## src/rtl/shift_exec_pipe.sv

```systemverilog
// rtl/shift_exec_pipe.sv - two-stage SLL/SRL/ROR/SRA execution unit with valid/ready handshakes
// Stage 1 rotates only; stage 2 masks and sign-fills the rotated value into the result register.

module barrel_rotate_bidir #(
  parameter int BitWidth   = 32,
  parameter int ShamtWidth = $clog2(BitWidth)
) (
  input  logic [BitWidth-1:0]   rot_in,
  input  logic [ShamtWidth-1:0] rot_amt,
  input  logic                  rot_left,
  output logic [BitWidth-1:0]   rot_out
);

  logic [BitWidth-1:0] stage;

  // One log2 stage per shift-amount bit; each stage rotates by a fixed power of two.
  always_comb begin
    stage = rot_in;
    for (int i = 0; i < ShamtWidth; i++) begin
      if (rot_amt[i]) begin
        if (rot_left) begin
          stage = (stage << (1 << i)) | (stage >> (BitWidth - (1 << i)));
        end else begin
          stage = (stage >> (1 << i)) | (stage << (BitWidth - (1 << i)));
        end
      end
    end
    rot_out = stage;
  end

endmodule

module shift_exec_pipe #(
  parameter int BitWidth = 32,
  parameter int TagWidth = 5
) (
  input  logic                          clk,
  input  logic                          rst,
  input  logic                          flush,
  input  logic                          in_valid,
  output logic                          in_ready,
  input  logic [1:0]                    in_op,
  input  logic [BitWidth-1:0]           in_data,
  input  logic [$clog2(BitWidth)-1:0]   in_shamt,
  input  logic [TagWidth-1:0]           in_tag,
  output logic                          out_valid,
  input  logic                          out_ready,
  output logic [BitWidth-1:0]           out_data,
  output logic [TagWidth-1:0]           out_tag,
  output logic                          busy
);

  localparam int ShamtWidth = $clog2(BitWidth);
  localparam logic [1:0] OpSll = 2'b00;
  localparam logic [1:0] OpSrl = 2'b01;
  localparam logic [1:0] OpRor = 2'b10;
  localparam logic [1:0] OpSra = 2'b11;

  logic                  s1_valid_q, s1_valid_d;
  logic [BitWidth-1:0]   s1_rot_q, s1_rot_d;
  logic [1:0]            s1_op_q, s1_op_d;
  logic [ShamtWidth-1:0] s1_shamt_q, s1_shamt_d;
  logic                  s1_sign_q, s1_sign_d;
  logic [TagWidth-1:0]   s1_tag_q, s1_tag_d;
  logic                  s2_valid_q, s2_valid_d;
  logic [BitWidth-1:0]   out_data_q, out_data_d;
  logic [TagWidth-1:0]   out_tag_q, out_tag_d;

  logic                  s1_adv, s2_adv, accept;
  logic [BitWidth-1:0]   rot_val, mask_l, mask_r, masked;

  barrel_rotate_bidir #(
    .BitWidth   (BitWidth),
    .ShamtWidth (ShamtWidth)
  ) u_rot (
    .rot_in   (in_data),
    .rot_amt  (in_shamt),
    .rot_left (in_op == OpSll),
    .rot_out  (rot_val)
  );

  always_comb begin
    mask_l = {BitWidth{1'b1}} << s1_shamt_q;
    mask_r = {BitWidth{1'b1}} >> s1_shamt_q;
    masked = s1_rot_q;
    case (s1_op_q)
      OpSll:   masked = s1_rot_q & mask_l;
      OpSrl:   masked = s1_rot_q & mask_r;
      OpRor:   masked = s1_rot_q;
      OpSra:   masked = (s1_rot_q & mask_r) | (s1_sign_q ? ~mask_r : '0);
      default: masked = s1_rot_q;
    endcase
  end

  always_comb begin
    s2_adv   = !s2_valid_q | out_ready;
    s1_adv   = !s1_valid_q | s2_adv;
    in_ready = s1_adv & !rst;
    // flush beats a same-cycle offer even though in_ready is not gated by it.
    accept   = in_valid & in_ready & !flush;

    s1_valid_d = s1_valid_q;
    s1_rot_d   = s1_rot_q;
    s1_op_d    = s1_op_q;
    s1_shamt_d = s1_shamt_q;
    s1_sign_d  = s1_sign_q;
    s1_tag_d   = s1_tag_q;
    s2_valid_d = s2_valid_q;
    out_data_d = out_data_q;
    out_tag_d  = out_tag_q;

    if (flush) begin
      s1_valid_d = 1'b0;
    end else if (s1_adv) begin
      s1_valid_d = accept;
    end
    if (accept) begin
      s1_rot_d   = rot_val;
      s1_op_d    = in_op;
      s1_shamt_d = in_shamt;
      s1_sign_d  = in_data[BitWidth-1];
      s1_tag_d   = in_tag;
    end

    if (flush) begin
      s2_valid_d = 1'b0;
    end else if (s2_adv) begin
      s2_valid_d = s1_valid_q;
    end
    if (s2_adv & s1_valid_q & !flush) begin
      out_data_d = masked;
      out_tag_d  = s1_tag_q;
    end
  end

  always_ff @(posedge clk) begin
    if (rst) begin
      s1_valid_q <= 1'b0;
      s1_rot_q   <= '0;
      s1_op_q    <= '0;
      s1_shamt_q <= '0;
      s1_sign_q  <= 1'b0;
      s1_tag_q   <= '0;
      s2_valid_q <= 1'b0;
      out_data_q <= '0;
      out_tag_q  <= '0;
    end else begin
      s1_valid_q <= s1_valid_d;
      s1_rot_q   <= s1_rot_d;
      s1_op_q    <= s1_op_d;
      s1_shamt_q <= s1_shamt_d;
      s1_sign_q  <= s1_sign_d;
      s1_tag_q   <= s1_tag_d;
      s2_valid_q <= s2_valid_d;
      out_data_q <= out_data_d;
      out_tag_q  <= out_tag_d;
    end
  end

  assign out_valid = s2_valid_q;
  assign out_data  = out_data_q;
  assign out_tag   = out_tag_q;
  assign busy      = s1_valid_q | s2_valid_q;

endmodule

```

## config.mk

```make
export PLATFORM = sky130hd
export DESIGN_NAME = shift_exec_pipe
export DESIGN_NICKNAME = d
export VERILOG_FILES = /design/src/rtl/shift_exec_pipe.sv
export SDC_FILE = /design/constraint.sdc
export NUM_CORES = 1
export LEC_CHECK = 0
export CORE_ASPECT_RATIO = 1.5
export CORE_UTILIZATION = 33
export CTS_CLUSTER_DIAMETER = 120
export CTS_CLUSTER_SIZE = 30
export DETAILED_ROUTE_END_ITERATION = 12
export SLEW_MARGIN = 20
export SYNTH_ARGS = -nofsm -noshare
export SYNTH_HDL_FRONTEND = slang
export SYNTH_HIERARCHICAL = 1
export SYNTH_SLANG_ARGS = --single-unit
```

## constraint.sdc

```tcl
create_clock -name clk -period 3.9 [get_ports clk]
set_input_delay 0.78 -clock clk [delete_from_list [all_inputs] [get_ports clk]]
set_output_delay 0.78 -clock clk [all_outputs]
set_load 0.05 [all_outputs]
```

After elaboration in Yosys (flattened, before gate mapping). Cells that the tools add are included.

Register bits after elaboration: 84. Output and inout port bits: 40. Logic and storage cells: 53.

Eq/ne operators: 3. Shift-type cells: 2. Muxes and demuxes: 11. Bitwise operators: 21. Reduce and logical (&&, ||, !) cells: 7.

Operator list (count): $mux W32 (10); $pmux W32 S4 (1); $and A32 B32 Y32 (2); $not A32 Y32 (1); $or A16 B32 Y32 (1); $or A24 B32 Y32 (1); $or A28 B32 Y32 (1); $or A30 B32 Y32 (1); $or A31 B32 Y32 (1); $or A32 B1 Y32 (1); $or A32 B2 Y32 (1); $or A32 B32 Y32 (1); $or A32 B4 Y32 (1); $or A32 B8 Y32 (1); $shl A32 B5 Y32 const A (1); $shr A32 B5 Y32 const A (1); $and A1 B1 Y1 (5); $eq A2 B2 Y1 const B (2); $logic_not A1 Y1 (4); $logic_not A2 Y1 (2); $or A1 B1 Y1 (3); $eq A2 B1 Y1 const B (1); $reduce_or A2 Y1 (1).

Depth between registers and ports, before layout.
Depth in word-level cells: 14. Mapped depth: 15. Depth with buffers taken out: 9.

By module. The synthesis kept the hierarchy.

By module, submodules not included: shift_exec_pipe (times used 1, cells each 507, area an instance 4052.6 um^2, seq. area each 1681.6 um^2); barrel_rotate_bidir (times used 1, cells each 503, area an instance 3977.6 um^2, seq. area each 0.0 um^2).

Least setup slack after synthesis. No wires, ideal clock.

Path type: input to register. Start point: input port in_op[1]. End point: register s1_rot_q[28]. Arrival: 2.937 ns. Setup slack: 0.835 ns. Stages on the path: 12. Buffers on the path: 3. Path through: nor2_1 buf_6 buf_2 buf_4 mux2_2 a222oi_1 a32o_1 nor4_1 a2111oi_0 o21ai_1 nand2_1 o21ai_0.

Cells in the longest elaborated chain, start to end: 14. Elaborated cells on any way between the ends: 17. Classes of those cells: mux: 9; bitwise: 7; reduce/logical: 1.

Ends and longest elaborated chain: from (decl) (line 42) `input logic [1:0] in_op,`; $logic_not A2 Y1 * (line 78) `.rot_left (in_op == OpSll),`; $mux W32 (line 21) `if (rot_left) begin`; $mux W32 (line 20) `if (rot_amt[i]) begin`; $or A30 B32 Y32 / $or A32 B2 Y32 (equally long branches) (line 24, 22); $mux W32 (line 21); $mux W32 (line 20); $or A28 B32 Y32 / $or A32 B4 Y32 (equally long branches) (line 24, 22); $mux W32 (line 21); $mux W32 (line 20); $or A24 B32 Y32 / $or A32 B8 Y32 (equally long branches) (line 24, 22); $mux W32 (line 21); $mux W32 * (line 20); $or A16 B32 Y32 (line 22, 24); $mux W32 * (line 20); named net rot_val[28] (line 70) `logic [BitWidth-1:0] rot_val, mask_l, mask_r, masked;`; to (signal assigned) (line 149) `s1_rot_q <= s1_rot_d;`; to (decl) (line 60) `logic [BitWidth-1:0] s1_rot_q, s1_rot_d;`.

Mark *: on every way through the listed nets, which the timed path passes. The rest lies on a longest branch. A chain may end at the register's enable or synchronous reset.

Final worst setup path.
Start point: input port in_op[1]. End point: register s1_rot_q[19].

Same word-level chain as after synthesis.

==> results.md <==
* Clk sinks at 84
* Setup crit end kind: flop
* Synthesized area per cell at 7.95 sq um
* Initial DRC Count at 1260
* Worst r2r path cells at 4
* MaxCap Viol Count at 0
* Htree depth at 3
* Async SR Flop Fraction at 0
* Slowest cell on the critical path: a221oi_1
* Headroom to the max-slew limit at 0.348
* Wirelength per Cell at 20.4 um
* Reg clk slew, reported paths at 70 ps
* RSZ-0062 raised after global routing: false
* ANT nets after route at 0
* Final nets at 1128
* Synth Instances at 1010
* Leak at 3.26 nW
* Antenna cells at 0
* CTS tree: done
* Vias at 8496
* Number of setup buffers added after CTS at 0
* Yosys top cell area share at 0.209
* Worst hold stages at 2
* First-pass GRT wire length at 45300 um
* Critical path cell sequence: clkdlybuf4s50_1 -> nor2_4 -> buf_12 -> buf_4 -> nand2_1 -> a311oi_1 -> nor2_1 -> buf_4 -> a221oi_1 -> o22ai_1 -> nor2_1 -> nand2_1 -> o21ai_0
* Type of the most critical hold path: reg -> reg
* Pin count of the biggest net entering global routing at 81
* Die X-Extent at 129 um
* Reg2Reg Setup Slack at 1540 ps
* IO Pins at 89
* WP data arrival at 3800 ps
* Worst hold start: s1_tag_q[0]$_SDFFE_PP0P_
* Slowest stage delay, CP at 640 ps
* Tot GR Track Use at 0.233
* Slew @ Worst Pin at 953 ps
* Initial Util at 0.337
* Status: finished, final reports clean
* Fin crit share at 0.903
* Seq cells post-synth at 84
* GR Overflow Total at 0
* Worst Hold Path EP: out_tag[0]$_SDFFE_PP0P_
* Cts bufs inserted at 9
* Max clock buf depth at 2
* DRC violations left at 0
* Post-synth net total at 1059
* Crit Reg-Reg Startpoint: s1_shamt_q[1]$_SDFFE_PP0P_
* Worst-case vdd ir drop at 0.213 mV
* Top FF cell, synth: dfxtp_1
* Sequential-to-total area share from yosys stat at 0.209
* Routability cong. at 0.994
* Hold_buf cts at 0
* Worst Skew at 9.32 ps
* Initial antenna violation count at 0
* Top cells by area, synth: dfxtp_1 21%, mux4_2 9.0%, mux2_2 7.0%
* Drt total wl at 28700 um
* DP Cell Count at 1387
* Synth-to-Final Area Change at 21.1%
* Synth cell types at 74
* DP HPWL at 21400 um
* Vias in the first global route at 8036
* CTS resizes at 0
* Slew Limit Fails at 0
* Setup total negative slack at 0 ps
* Post-synth EDFFs at 0
* Pwr per Cell Area at 295 nW/um^2
* Post-route insts no fill at 1403
* Clock Latency Late Sink at 350 ps
* Syn Std Cell Area at 8030 sq um
* Share of layout cells above drive strength 1 at 0.179
* R2r endpoint: out_data[26]$_SDFFE_PP0P_
* Worst setup path category: in -> reg
* Minimum clock period at 3520 ps
* Startpoint Class: primary input
* Worst Path Required at 4180 ps
* Die Footprint at 25000 sq um
* DR vias/cell at 6.06
* Crit. Startpoint: in_op[1]
* Die height at 193 um
* CTS Root Cell: clkbuf_16
* Crit-path max FO at 47
* Rows at 69
* Synthesis Warnings at 6
* Hold Fails Final Rpt at 0
* Synth area leader: dfxtp_1
* Core Area at 23800 sq um
* Setup violators final at 0
* Port Buffers at 88
* FMAX at 284 MHz
* DRT Pass-1 Iters at 5
[per-layer routing]
metal,track usage,wire (um)
met5,0,0
met4,0.129,1380
met3,0.0259,1610
met2,0.406,14200
met1,0.277,11500
[cells by family (layout without fill, tap and decap cells)]
kind of cell,count (synthesis),in the layout,share of synthesized area
compound gates,333,333,0.289
xor+xnor,1,1,0.00109
simple gates,339,339,0.196
flops,84,84,0.209
mux,141,141,0.238
buf+inv,112,186,0.0659
[worst max-delay path by stage]
stage	endpoint	slack [ps]
after floorplan	s1_rot_q[28]$_SDFFE_PP0P_	830
after global placement	s1_rot_q[15]$_SDFFE_PP0P_	120
after detailed placement	s1_rot_q[8]$_SDFFE_PP0P_	80
after CTS	s1_rot_q[8]$_SDFFE_PP0P_	430
after global routing	s1_rot_q[19]$_SDFFE_PP0P_	210
final	s1_rot_q[19]$_SDFFE_PP0P_	380
[final cells by class]
| type | count | area, sq um |
|---|---|---|
| Fill cell | 2477 | 14100 |
| Multi-Input combinational cell | 814 | 5830 |
| Sequential cell | 84 | 1680 |
| Timing Repair Buffer | 159 | 1460 |
| Tap cell | 319 | 399 |
| Clock buffer | 9 | 225 |
| Clock inverter | 7 | 81.3 |
| Inverter | 11 | 41.3 |
[power breakdown]
group	total, mW	switching [mW]	internal (mW)
Sequential	0.951	0.0478	0.903
Combinational	1.03	0.589	0.445
Clock	0.879	0.372	0.507
Total	2.86	1.01	1.86
[Yosys cell counts, types with 9 or more instances]
library cell,count
o31ai_1,10
dfxtp_1,84
buf_2,35
a221oi_1,12
a21oi_1,37
o21ai_0,66
nor2_1,115
o221ai_1,20
nand3_1,14
a211oi_1,36
mux2i_1,45
a311oi_1,16
o211ai_1,10
inv_1,9
mux2_2,50
and2_1,9
o21ai_1,10
nor3_1,17
mux2_1,11
o22ai_1,48
nand2_1,97
clkbuf_1,46
nand2b_1,50
mux4_2,32
[metrics by stage]
step / area [sq um] / hold slack [ps] / setup WS, ps / power, mW / utilization
2_1_floorplan: 8030 / 432 / 835 / 1.62 / -
4_1_cts: 9720 / 458 / 434 / 2.86 / 0.408
3_3_place_gp: 9420 / 440 / 117 / 1.98 / 0.395
5_1_grt: 9720 / 472 / 212 / 2.99 / 0.408
3_5_place_dp: 9420 / 447 / 78.8 / 1.98 / 0.395
6_report: 9720 / 455 / 377 / 2.86 / 0.408
[flip-flops by register name, summed over array words and instances, names as in the netlist]
signal      cells
out_data       32
out_tag         5
out_valid       1
s1_op_q         2
s1_rot_q       32
s1_shamt_q      5
s1_sign_q       1
s1_tag_q        5
s1_valid_q      1
[critical path: cells and delay by family]
kind	cells	cell delay [ps]
compound gates	4	1140
buf+inv	4	1170
simple gates	5	690
[cells in the final DEF (no fill, tap or decap), drive strengths merged, types with 6 or more instances in the layout]
master	instances
mux4	32
nand3	14
nand2	97
a21oi	37
a221oi	13
inv	13
o221ai	20
and2	9
nor3	17
buf	74
mux2	63
or2	7
mux2i	46
a211o	7
clkbuf	9
nor2b	6
o22ai	48
nor2	116
dfxtp	84
clkdlybuf4s50	85
o21ai	76
o211ai	10
a311oi	16
o31ai	10
nand2b	50
a211oi	38
a31oi	6
Power figures use the tool's default switching activity.
